==> config.mk <==
export PLATFORM = sky130hd
export DESIGN_NAME = sobel_frame_writer_flat
export DESIGN_NICKNAME = d
export VERILOG_FILES = /design/src/rtl/sobel_frame_writer_pkg.sv /design/src/rtl/sobel_frame_writer_if.sv /design/src/rtl/sobel_frame_writer_raster_addr_counter.sv /design/src/rtl/sobel_frame_writer.sv /design/src/flat_wrapper.sv
export SDC_FILE = /design/constraint.sdc
export NUM_CORES = 1
export LEC_CHECK = 0
export CAP_MARGIN = 30
export CORE_MARGIN = 8
export CORE_UTILIZATION = 40
export DETAILED_ROUTE_END_ITERATION = 16
export PLACE_DENSITY_LB_ADDON = 0.15
export SLEW_MARGIN = 20
export SYNTH_ARGS = -nofsm -noshare
export SYNTH_HDL_FRONTEND = slang
export SYNTH_HIERARCHICAL = 1
export SYNTH_SLANG_ARGS = --single-unit
export TNS_END_PERCENT = 5
==> constraint.sdc <==
create_clock -name clock -period 2.7 [get_ports clock]
set_input_delay 0.54 -clock clock [delete_from_list [all_inputs] [get_ports clock]]
set_output_delay 0.54 -clock clock [all_outputs]
set_load 0.01 [all_outputs]
==> src/rtl/sobel_frame_writer_pkg.sv <==
// Shared types and defaults for the sobel frame writer.
package sobel_frame_writer_pkg;

    localparam int IMG_WIDTH_DEF  = 720;
    localparam int IMG_HEIGHT_DEF = 540;
    localparam int DWIDTH_DEF     = 8;
    localparam int ADDR_WIDTH_DEF = 20;

    typedef enum logic [1:0] {
        S_IDLE = 2'd0,
        S_RUN  = 2'd1,
        S_DONE = 2'd2
    } state_t;

    // Number of pixels in one frame.
    function automatic int frame_pixels(input int width, input int height);
        return width * height;
    endfunction

endpackage

==> src/rtl/sobel_frame_writer_if.sv <==
// FIFO read side and memory write side of the sobel frame writer.
interface sobel_frame_writer_if #(
    parameter int DWIDTH     = 8,
    parameter int ADDR_WIDTH = 20
);
    logic                  fifo_in_rd_en;
    logic [DWIDTH-1:0]     fifo_in_dout;
    logic                  fifo_in_empty;
    logic                  mem_wr_en;
    logic [ADDR_WIDTH-1:0] mem_addr;
    logic [DWIDTH-1:0]     mem_wdata;
    logic                  mem_ready;

    // The frame writer drains the FIFO and drives the memory.
    modport master (
        output fifo_in_rd_en,
        input  fifo_in_dout,
        input  fifo_in_empty,
        output mem_wr_en,
        output mem_addr,
        output mem_wdata,
        input  mem_ready
    );

    // The environment: FIFO read port and memory write port.
    modport slave (
        input  fifo_in_rd_en,
        output fifo_in_dout,
        output fifo_in_empty,
        input  mem_wr_en,
        input  mem_addr,
        input  mem_wdata,
        output mem_ready
    );

endinterface

==> src/rtl/sobel_frame_writer_raster_addr_counter.sv <==
// Raster-order address counter: running linear address plus row/col
// tracking used only to flag the final pixel of the frame.
module raster_addr_counter
    import sobel_frame_writer_pkg::*;
#(
    parameter int IMG_WIDTH  = IMG_WIDTH_DEF,
    parameter int IMG_HEIGHT = IMG_HEIGHT_DEF,
    parameter int ADDR_WIDTH = ADDR_WIDTH_DEF
) (
    input  logic                  clock,
    input  logic                  reset,
    input  logic                  clear,
    input  logic                  inc,
    output logic [ADDR_WIDTH-1:0] addr,
    output logic                  last
);

    localparam int COL_W = $clog2(IMG_WIDTH);
    localparam int ROW_W = $clog2(IMG_HEIGHT);
    localparam logic [COL_W-1:0] COL_LAST = COL_W'(IMG_WIDTH - 1);
    localparam logic [ROW_W-1:0] ROW_LAST = ROW_W'(IMG_HEIGHT - 1);

    logic [COL_W-1:0] col;
    logic [ROW_W-1:0] row;

    // Advance col/row and the linear address together; wrap to 0 after the last pixel.
    always_ff @(posedge clock or posedge reset) begin
        if (reset) begin
            col  <= '0;
            row  <= '0;
            addr <= '0;
        end else if (clear) begin
            col  <= '0;
            row  <= '0;
            addr <= '0;
        end else if (inc) begin
            if (col == COL_LAST) begin
                col <= '0;
                row <= (row == ROW_LAST) ? '0 : row + ROW_W'(1);
            end else begin
                col <= col + COL_W'(1);
            end
            addr <= last ? '0 : addr + ADDR_WIDTH'(1);
        end
    end

    // The address currently held is the last pixel of the frame.
    always_comb begin
        last = (row == ROW_LAST) && (col == COL_LAST);
    end

endmodule

==> src/rtl/sobel_frame_writer.sv <==
// Drains the sobel FIFO (first-word-fall-through) and writes one frame of
// pixels to memory in raster order, one pixel per cycle when unstalled.
module sobel_frame_writer
    import sobel_frame_writer_pkg::*;
#(
    parameter int IMG_WIDTH  = IMG_WIDTH_DEF,
    parameter int IMG_HEIGHT = IMG_HEIGHT_DEF,
    parameter int DWIDTH     = DWIDTH_DEF,
    parameter int ADDR_WIDTH = ADDR_WIDTH_DEF
) (
    input  logic                  clock,
    input  logic                  reset,
    input  logic                  start,
    output logic                  busy,
    output logic                  done,
    output logic [15:0]           frame_count,
    sobel_frame_writer_if.master  bus
);

    localparam logic [ADDR_WIDTH-1:0] LAST_ADDR =
        ADDR_WIDTH'(frame_pixels(IMG_WIDTH, IMG_HEIGHT) - 1);

    state_t                state;
    state_t                state_nx;
    logic                  arm;
    logic                  issued_all;
    logic                  accept;
    logic                  vld_p0;
    logic [ADDR_WIDTH-1:0] next_addr;
    logic                  last_pix;
    logic                  vld_p1;
    logic [ADDR_WIDTH-1:0] addr_p1;
    logic [DWIDTH-1:0]     data_p1;

    // ---- stage 0: pop decision from FIFO head ----
    always_comb begin
        arm    = (state == S_IDLE) && start;
        accept = vld_p1 && bus.mem_ready;
        vld_p0 = (state == S_RUN) && !bus.fifo_in_empty && !issued_all &&
                 (!vld_p1 || bus.mem_ready);
    end

    raster_addr_counter #(
        .IMG_WIDTH  (IMG_WIDTH),
        .IMG_HEIGHT (IMG_HEIGHT),
        .ADDR_WIDTH (ADDR_WIDTH)
    ) u_addr (
        .clock (clock),
        .reset (reset),
        .clear (arm),
        .inc   (vld_p0),
        .addr  (next_addr),
        .last  (last_pix)
    );

    // Remember that the final pixel has been popped so no further pops occur.
    always_ff @(posedge clock or posedge reset) begin
        if (reset) begin
            issued_all <= 1'b0;
        end else if (arm) begin
            issued_all <= 1'b0;
        end else if (vld_p0 && last_pix) begin
            issued_all <= 1'b1;
        end
    end

    // ---- stage 1: registered memory write, held while memory stalls ----
    always_ff @(posedge clock or posedge reset) begin
        if (reset) begin
            vld_p1  <= 1'b0;
            addr_p1 <= '0;
            data_p1 <= '0;
        end else if (vld_p0) begin
            vld_p1  <= 1'b1;
            addr_p1 <= next_addr;
            data_p1 <= bus.fifo_in_dout;
        end else if (accept) begin
            vld_p1  <= 1'b0;
        end
    end

    // FSM state register.
    always_ff @(posedge clock or posedge reset) begin
        if (reset) begin
            state <= S_IDLE;
        end else begin
            state <= state_nx;
        end
    end

    // FSM next state and status outputs; the frame ends when the last address is accepted.
    always_comb begin
        state_nx = state;
        busy     = 1'b0;
        done     = 1'b0;
        case (state)
            S_IDLE: begin
                if (start) begin
                    state_nx = S_RUN;
                end
            end
            S_RUN: begin
                busy = 1'b1;
                if (accept && (addr_p1 == LAST_ADDR)) begin
                    state_nx = S_DONE;
                end
            end
            S_DONE: begin
                done     = 1'b1;
                state_nx = S_IDLE;
            end
            default: begin
                state_nx = S_IDLE;
            end
        endcase
    end

    // Count completed frames; wraps naturally at 16 bits.
    always_ff @(posedge clock or posedge reset) begin
        if (reset) begin
            frame_count <= '0;
        end else if (state == S_DONE) begin
            frame_count <= frame_count + 16'd1;
        end
    end

    assign bus.fifo_in_rd_en = vld_p0;
    assign bus.mem_wr_en     = vld_p1;
    assign bus.mem_addr      = addr_p1;
    assign bus.mem_wdata     = data_p1;

endmodule

==> src/flat_wrapper.sv <==
// flat-port wrapper written by rule: the top's interface ports become plain ports
module sobel_frame_writer_flat import sobel_frame_writer_pkg::*;
#(
    parameter int IMG_WIDTH  = IMG_WIDTH_DEF,
    parameter int IMG_HEIGHT = IMG_HEIGHT_DEF,
    parameter int DWIDTH     = DWIDTH_DEF,
    parameter int ADDR_WIDTH = ADDR_WIDTH_DEF
)
  (clock, reset, start, busy, done, frame_count, bus_fifo_in_rd_en, bus_fifo_in_dout, bus_fifo_in_empty, bus_mem_wr_en, bus_mem_addr, bus_mem_wdata, bus_mem_ready);
  sobel_frame_writer_if #(.DWIDTH(DWIDTH), .ADDR_WIDTH(ADDR_WIDTH)) bus_i ();
  input  logic clock;
  input  logic reset;
  input  logic start;
  output logic busy;
  output logic done;
  output logic [15:0] frame_count;
  output wire logic [$bits(bus_i.fifo_in_rd_en)-1:0] bus_fifo_in_rd_en;
  input wire logic [$bits(bus_i.fifo_in_dout)-1:0] bus_fifo_in_dout;
  input wire logic [$bits(bus_i.fifo_in_empty)-1:0] bus_fifo_in_empty;
  output wire logic [$bits(bus_i.mem_wr_en)-1:0] bus_mem_wr_en;
  output wire logic [$bits(bus_i.mem_addr)-1:0] bus_mem_addr;
  output wire logic [$bits(bus_i.mem_wdata)-1:0] bus_mem_wdata;
  input wire logic [$bits(bus_i.mem_ready)-1:0] bus_mem_ready;
  assign bus_fifo_in_rd_en = bus_i.fifo_in_rd_en;
  assign bus_i.fifo_in_dout = bus_fifo_in_dout;
  assign bus_i.fifo_in_empty = bus_fifo_in_empty;
  assign bus_mem_wr_en = bus_i.mem_wr_en;
  assign bus_mem_addr = bus_i.mem_addr;
  assign bus_mem_wdata = bus_i.mem_wdata;
  assign bus_i.mem_ready = bus_mem_ready;
  sobel_frame_writer #(.IMG_WIDTH(IMG_WIDTH), .IMG_HEIGHT(IMG_HEIGHT), .DWIDTH(DWIDTH), .ADDR_WIDTH(ADDR_WIDTH)) u_core (.clock(clock), .reset(reset), .start(start), .busy(busy), .done(done), .frame_count(frame_count), .bus(bus_i));
endmodule
==> run summary, run 1 <==
outcome = completed
Post-Synthesis Cells = 367
share of the synthesized area in the top cell type = 53.3%
complex-gate fraction of the synthesized area = 7.91%
WL final = 8.86 mm
largest area contributor in the synthesized netlist = dfrtp_1
startpoint types = primary input
routed wire length per instance = 15.2 um
sw frac = 26.0%
CP max stage delay = 0.53 ns
WP data required = 2.97 ns
Crit path buffers/inverters = 3
clock power share = 32.8%
Largest delay share family, worst path = simple AND/OR/NAND/NOR gates
#FFs+latches synth = 88
Non-Filler Cell Area, Final = 5250 um^2
DRT iter0 DRCs = 167
Fillers = 899
Post-synth EDFFs = 0
hold buffer count at cts = 0
Worst Path Arrival = 2.86 ns
Worst Setup End Kind = flip-flop
adder-cell share of the synthesized area = 1.21%
library cells used by synthesis = 50
vias in the first global route = 3098
mapped cell area = 4130 um^2
DP Wirelength = 6.31 mm
crit path cell chain = clkdlybuf4s50_1 > nand2b_1 > nor4b_4 > buf_4 > o2111ai_4 > or4_4 > buf_4 > or3_1 > a21oi_1
H-tree Lvls = 3
total CTS buffers = 9
WS Path Type = in -> reg
CTS tree = yes
area of the core = 10200 um^2
most frequent cells after synthesis = 88 x dfrtp_1, 30 x nor2_1, 27 x mux2_2, 20 x nand2_1, 19 x xnor2_1
post-place instance area = 4990 um^2
Sequential Power Share = 50.8%
post-synthesis mux area share = 7.91%
ANT nets after route = 0
post-route minimum period = 2.60 ns
f_max = 385 MHz
Pwr Density = 602 nW/um^2
worst reg2reg setup slack = 0.32 ns
Mean Syn Cell Area = 11.3 um^2
P_sw = 823 uW
Placed Instances = 569
GRT Overall Usage = 13.6%
num rows = 37
ranking of synthesized cells by area = dfrtp_1 53%, mux2_2 7.4%, xnor2_1 4.0%, xor2_1 2.8%, nor2_1 2.7%
post-synthesis xor/xnor area fraction = 6.79%
via/cell ratio = 5.15
clk sink count = 88
Antenna diodes = 0
Synth Flop Type = dfrtp_1
largest net degree at the start of global routing = 49
Leakage Power = 2.26 nW
combinational power share = 16.3%
Vias = 3008
clock skew = 0.0101 ns
r2r endpoint = u_core/u_addr/addr[17]$_DFFE_PP0P_
register clock-pin slew on the reported worst setup and hold paths = 0.07 ns
Final setup viols = 0
RSZ-0062 raised after global routing = false
die area = 13800 um^2
end of the critical path = u_core/u_addr/addr[17]$_DFFE_PP0P_
actual slew at the worst max-slew pin = 0.604 ns
ys async rst share = 100%
Ports = 61
Worst Hold Class = reg -> reg
worst vdd ir = 0.284 mV
clk root buf = clkbuf_8
worst-path fanout max = 6
die width = 118 um
Pins Over Slew Limit = 0
most frequent cell after synthesis = dfrtp_1
Max-cap violations = 0
largest family of logic cells by synthesized area = simple AND/OR/NAND/NOR gates
Tcrit/Tclk final = 96.2%
Final Hold Fails = 0
Placer Congestion = 0.810
Initial Utilization = 40.5%
CTS max path bufs = 2
IO buf count = 60
total congestion overflow = 0
RR Startpoint = u_core/state[1]$_DFFE_PP0P_
die height = 118 um
area delta synth->final = 27.2%
layout cells sized above 1 = 17.4%
initial antenna violation count = 0
Seq/Total Area, Yosys = 53.3%
instance count on the critical path = 9
Worst Setup SP = bus_mem_ready
Residual DRC = 0
cells on worst reg2reg path = 8
Synth Warn # = 6
first-pass GRT wire length = 15.7 mm
final setup TNS = 0 ns
P_int = 2.34 mW
Final Net Count = 462
headroom to the max-slew limit = 59.8%
slowest CP cell = or4_4
post-synthesis simple-gate area fraction = 19.5%
Pre-Repair DR Iteration Count = 4
fin cells = 584
worst skew pair latency = 0.34 ns
CP dominant cell by count = buf_4
Syn Nets = 384
-- layout by cell type, fill, tap and decap left out, drive strengths merged, types with 4 or more instances in the layout --
cell           instances
nor2                  30
nand4                 18
xnor2                 19
and4                   4
inv                   14
xor2                  13
clkbuf                10
o31ai                  5
o21ai                 14
nand2                 20
mux2                  29
dfrtp                 88
or3                    9
a21oi                 18
clkdlybuf4s50         59
nor3                  11
nand3                 16
buf                   20
or4                    4
ha                     4
-- how the worst min path moves through the flow --
stage	startpoint	endpoint	slack, ns	cells after the start
3_3_place_gp	u_core/frame_count[15]$_DFFE_PP0P_	u_core/frame_count[15]$_DFFE_PP0P_	0.48	1
4_1_cts	u_core/frame_count[15]$_DFFE_PP0P_	u_core/frame_count[15]$_DFFE_PP0P_	0.47	1
2_1_floorplan	u_core/u_addr/row[6]$_DFFE_PP0P_	u_core/u_addr/row[6]$_DFFE_PP0P_	0.48	1
6_report	u_core/frame_count[15]$_DFFE_PP0P_	u_core/frame_count[15]$_DFFE_PP0P_	0.46	1
5_1_grt	u_core/frame_count[15]$_DFFE_PP0P_	u_core/frame_count[15]$_DFFE_PP0P_	0.50	1
3_5_place_dp	u_core/frame_count[15]$_DFFE_PP0P_	u_core/frame_count[15]$_DFFE_PP0P_	0.46	1
-- cell families after synthesis --
kind of cell             after synthesis
AND/OR/NAND/NOR                      135
flip-flops                            88
AO/OA/AOI/OAI                         52
buffers and inverters                 27
multiplexers                          29
XOR/XNOR                              32
adder cells (fa/ha/maj)                4
-- registers in the layout, indices dropped and copies added, names as in the netlist --
| register | count |
|---|---|
| u_core/bus.mem_addr | 20 |
| u_core/bus.mem_wdata | 8 |
| u_core/bus.mem_wr_en | 1 |
| u_core/frame_count | 16 |
| u_core/issued_all | 1 |
| u_core/state | 2 |
| u_core/u_addr/addr | 20 |
| u_core/u_addr/col | 10 |
| u_core/u_addr/row | 10 |
-- per-layer routing --
metal | GRT usage, % | wire [um]
met3 | 2.54 | 256
met2 | 22.5 | 4450
met5 | 0 | 0
met1 | 17.1 | 4010
met4 | 5.60 | 142
-- layout make-up --
type / instances / area [um^2] / area share (%)
Sequential cell: 88 / 2200 / 41.9
Multi-Input combinational cell: 252 / 1840 / 35.1
Timing Repair Buffer: 80 / 762 / 14.5
Tap cell: 136 / 170 / 3.24
Clock buffer: 10 / 128 / 2.43
Clock inverter: 4 / 95.1 / 1.81
Inverter: 14 / 52.6 / 1.00
-- per-stage QoR --
stage | power [mW] | util, % | hold slack [ns] | worst slack (ns)
finish | 3.16 | 51.6 | 0.464 | 0.104
global route | 3.33 | 51.6 | 0.505 | 0.00250
CTS | 3.21 | 51.3 | 0.473 | 0.0927
detailed placement | 2.15 | 49.0 | 0.458 | -0.289
global placement | 2.14 | 49.0 | 0.477 | -0.270
floorplan | 1.89 | - | 0.482 | -0.0297
-- power groups by stage --
stage / logic (mW) / clock network (mW) / registers [mW]
finish: 0.517 / 1.04 / 1.61
global route: 0.577 / 1.12 / 1.63
CTS: 0.522 / 1.08 / 1.61
detailed placement: 0.518 / 0 / 1.63
global placement: 0.512 / 0 / 1.63
floorplan: 0.275 / 0 / 1.62
-- repair_timing --
item / in CTS / in global routing
setup buffers: 1 / 0
resized for setup: 1 / 5
setup endpoints to repair: 1 / 9
hold endpoints to repair: 0 / 0
pin swaps: 0 / 1
cloned: 0 / 0
Note: power is estimated with default switching activity, not from simulation.
==> run 2, diff against run 1 <==
--- a/config.mk
+++ b/config.mk
@@ -11,3 +11,3 @@
 export DETAILED_ROUTE_END_ITERATION = 16
-export PLACE_DENSITY_LB_ADDON = 0.15
+export PLACE_DENSITY_LB_ADDON = 0.3
 export SLEW_MARGIN = 20
==> constraint.sdc (replaced) <==
create_clock -name clock -period 2.7 [get_ports clock]
set_input_delay 0.405 -clock clock [delete_from_list [all_inputs] [get_ports clock]]
set_output_delay 0.405 -clock clock [all_outputs]
set_load 0.01 [all_outputs]
==> run 2 against run 1 <==
Via count up 1.0%. Fmax grew 3.5%. Critical path depth is 1 lower. Clock power fell by 23%. Largest power group unchanged. Cell count rose by 0.17%. Non-clock buffer count decreased by 1. Global-route usage hardly changed. Flip-flop and latch count did not move.
==> run summary, run 2 (synthesis gave the netlist of run 1 again) <==
DRT iter0 DRCs = 159 (-4.8%)
cells on worst reg2reg path = 7 (-1)
IO buf count = 60 (unchanged)
Largest delay share family, worst path = simple AND/OR/NAND/NOR gates
P_sw = 842 uW (+2.4%)
commonest cells after routing, fill and taps aside = 88 x dfrtp_1, 59 x clkdlybuf4s50_1, 30 x nor2_1, 27 x mux2_2, 20 x nand2_1
Leakage Power = 2.24 nW (-1.3%)
f_max = 399 MHz (+3.5%)
combinational power share = 17.4% (+1.1 points)
CP max stage delay = 0.58 ns (+0.05 ns)
register clock-pin slew on the reported worst setup and hold paths = 0.09 ns (+0.02 ns)
headroom to the max-slew limit = 65.3% (+5.5 points)
clock skew = 0.0124 ns (+0.00230 ns)
end of the critical path = u_core/u_addr/addr[19]$_DFFE_PP0P_
sw frac = 28.9% (+2.9 points)
startpoint types = primary input
slowest CP cell = or4_4
Residual DRC = 0 (unchanged)
Worst Setup SP = bus_mem_ready
hold_ws = 0.415 ns (-0.0491 ns)
post-place instance area = 4980 um^2 (-0.23%)
worst reg2reg setup slack = 0.29 ns (-0.03 ns)
worst vdd ir = 0.251 mV (-12%)
Pins Over Slew Limit = 0 (unchanged)
WP data required = 2.97 ns (about the same)
Antenna diodes = 0 (unchanged)
CTS max path bufs = 2 (unchanged)
post-layout power = 2.91 mW (-8.0%)
worst-path fanout max = 8 (+2)
die width = 118 um (unchanged)
Tcrit/Tclk final = 92.9% (-3.3 points)
Ports = 61 (unchanged)
clk sink count = 88 (unchanged)
Place WS = -0.171 ns (+0.118 ns)
actual slew at the worst max-slew pin = 0.521 ns (-0.0826 ns)
Non-Filler Cell Area, Final = 5170 um^2 (-1.6%)
area of the core = 10200 um^2 (unchanged)
Placer Congestion = 0.783 (-3.4%)
layout cells sized above 1 = 16.7% (-0.71 points)
WL final = 8.75 mm (-1.2%)
outcome = completed
vias in the first global route = 3211 (+3.6%)
GRT Overall Usage = 13.6% (-0.035 points)
via/cell ratio = 5.19 (+0.86%)
die height = 118 um (unchanged)
instance count on the critical path = 8 (-1)
ANT nets after route = 0 (unchanged)
routed wire length per instance = 15.0 um (-1.4%)
Fillers = 930 (+3.4%)
die area = 13800 um^2 (unchanged)
post-route minimum period = 2.51 ns (-0.0883 ns)
Final Net Count = 461 (-0.22%)
Sequential Power Share = 55.0% (+4.2 points)
Max-cap violations = 0 (unchanged)
Worst Hold Class = in -> async
clock power share = 27.6% (-5.2 points)
CTS tree = yes
Pwr Density = 563 nW/um^2 (-6.5%)
Crit path buffers/inverters = 2 (-1)
H-tree Lvls = 3 (unchanged)
r2r endpoint = u_core/u_addr/addr[19]$_DFFE_PP0P_
Pre-Repair DR Iteration Count = 4 (unchanged)
Worst Setup End Kind = flip-flop
worst skew pair latency = 0.35 ns (about the same)
RSZ-0062 raised after global routing = false
Final setup viols = 0 (unchanged)
Initial Utilization = 40.5% (unchanged)
num rows = 37 (unchanged)
P_int = 2.07 mW (-12%)
crit path cell chain = clkdlybuf4s50_1 > nand2b_1 > nor4b_4 > buf_4 > o2111ai_2 > or4_4 > or4_1 > a21oi_1
area delta synth->final = 25.2%
total CTS buffers = 9 (unchanged)
initial antenna violation count = 0 (unchanged)
hold buffer count at cts = 0 (unchanged)
largest net degree at the start of global routing = 41 (-16%)
commonest non-fill, non-tap cell in the layout = dfrtp_1
Final Hold Fails = 0 (unchanged)
clk root buf = clkbuf_8
Worst Path Arrival = 2.78 ns (-0.08 ns)
first-pass GRT wire length = 15.7 mm (+0.44%)
RR Startpoint = u_core/state[1]$_DFFE_PP0P_
total congestion overflow = 0 (unchanged)
Vias = 3039 (+1.0%)
Final Worst Setup Slack = 0.192 ns (+0.0883 ns)
DP Wirelength = 6.55 mm (+3.7%)
WS Path Type = in -> reg
## run 2: cell type report
cell class,count,area [um^2],area share [%]
Clock buffer,10,128,2.47
Inverter,14,52.6,1.02
Tap cell,136,170,3.29
Multi-Input combinational cell,252,1800,34.8
Clock inverter,6,45.0,0.872
Timing Repair Buffer,79,771,14.9
Sequential cell,88,2200,42.6
## run 2: how the worst min path moves through the flow
stage | from | end | slack (ns) | depth (start not counted)
after floorplan | u_core/u_addr/row[6]$_DFFE_PP0P_ | u_core/u_addr/row[6]$_DFFE_PP0P_ | 0.48 | 1
after CTS | reset | u_core/bus.mem_addr[3]$_DFFE_PP0P_ | 0.42 | 2
after global placement | u_core/frame_count[15]$_DFFE_PP0P_ | u_core/frame_count[15]$_DFFE_PP0P_ | 0.46 | 1
final | reset | u_core/bus.mem_addr[3]$_DFFE_PP0P_ | 0.42 | 2
after global routing | reset | u_core/bus.mem_addr[3]$_DFFE_PP0P_ | 0.45 | 2
after detailed placement | u_core/frame_count[15]$_DFFE_PP0P_ | u_core/frame_count[15]$_DFFE_PP0P_ | 0.47 | 1
## run 2: power groups by stage
stage	registers [mW]	logic [mW]	clock network, mW
after detailed placement	1.63	0.515	0
after global placement	1.62	0.504	0
final	1.60	0.507	0.804
after CTS	1.60	0.517	0.844
after global routing	1.62	0.567	0.899
after floorplan	1.61	0.272	0
## run 2: worst reg2reg max path, stage by stage (launching register included)
cell       delay [ns]
dfrtp_1          0.40
nand2b_4         0.17
nor4b_4          0.28
buf_4            0.17
o2111ai_2        0.11
or4_4            0.58
or4_1            0.49
a21oi_1          0.15
## run 2: metrics by stage
stage / std cells / utilization, % / TNS, ns
2_1_floorplan: 367 / - / 0
3_3_place_gp: 568 / 48.9 / -0.567
3_5_place_dp: 568 / 48.9 / -1.07
4_1_cts: 584 / 50.6 / 0
5_1_grt: 585 / 50.7 / 0
6_report: 585 / 50.7 / 0
## run 2: metal layers
metal | wire (um) | vias up | GRT usage (%)
met5 | 0 | - | 0
met4 | 141 | 0 | 5.68
met3 | 335 | 13 | 2.78
met2 | 4340 | 53 | 22.7
met1 | 3930 | 1493 | 16.7
li1 | - | 1480 | -
## run 2: repair_timing
item | CTS | global route
hold endpoints to repair | 0 | 0
buffers inserted | 0 | 1
resized for setup | 0 | 2
setup endpoints to repair | 0 | 1
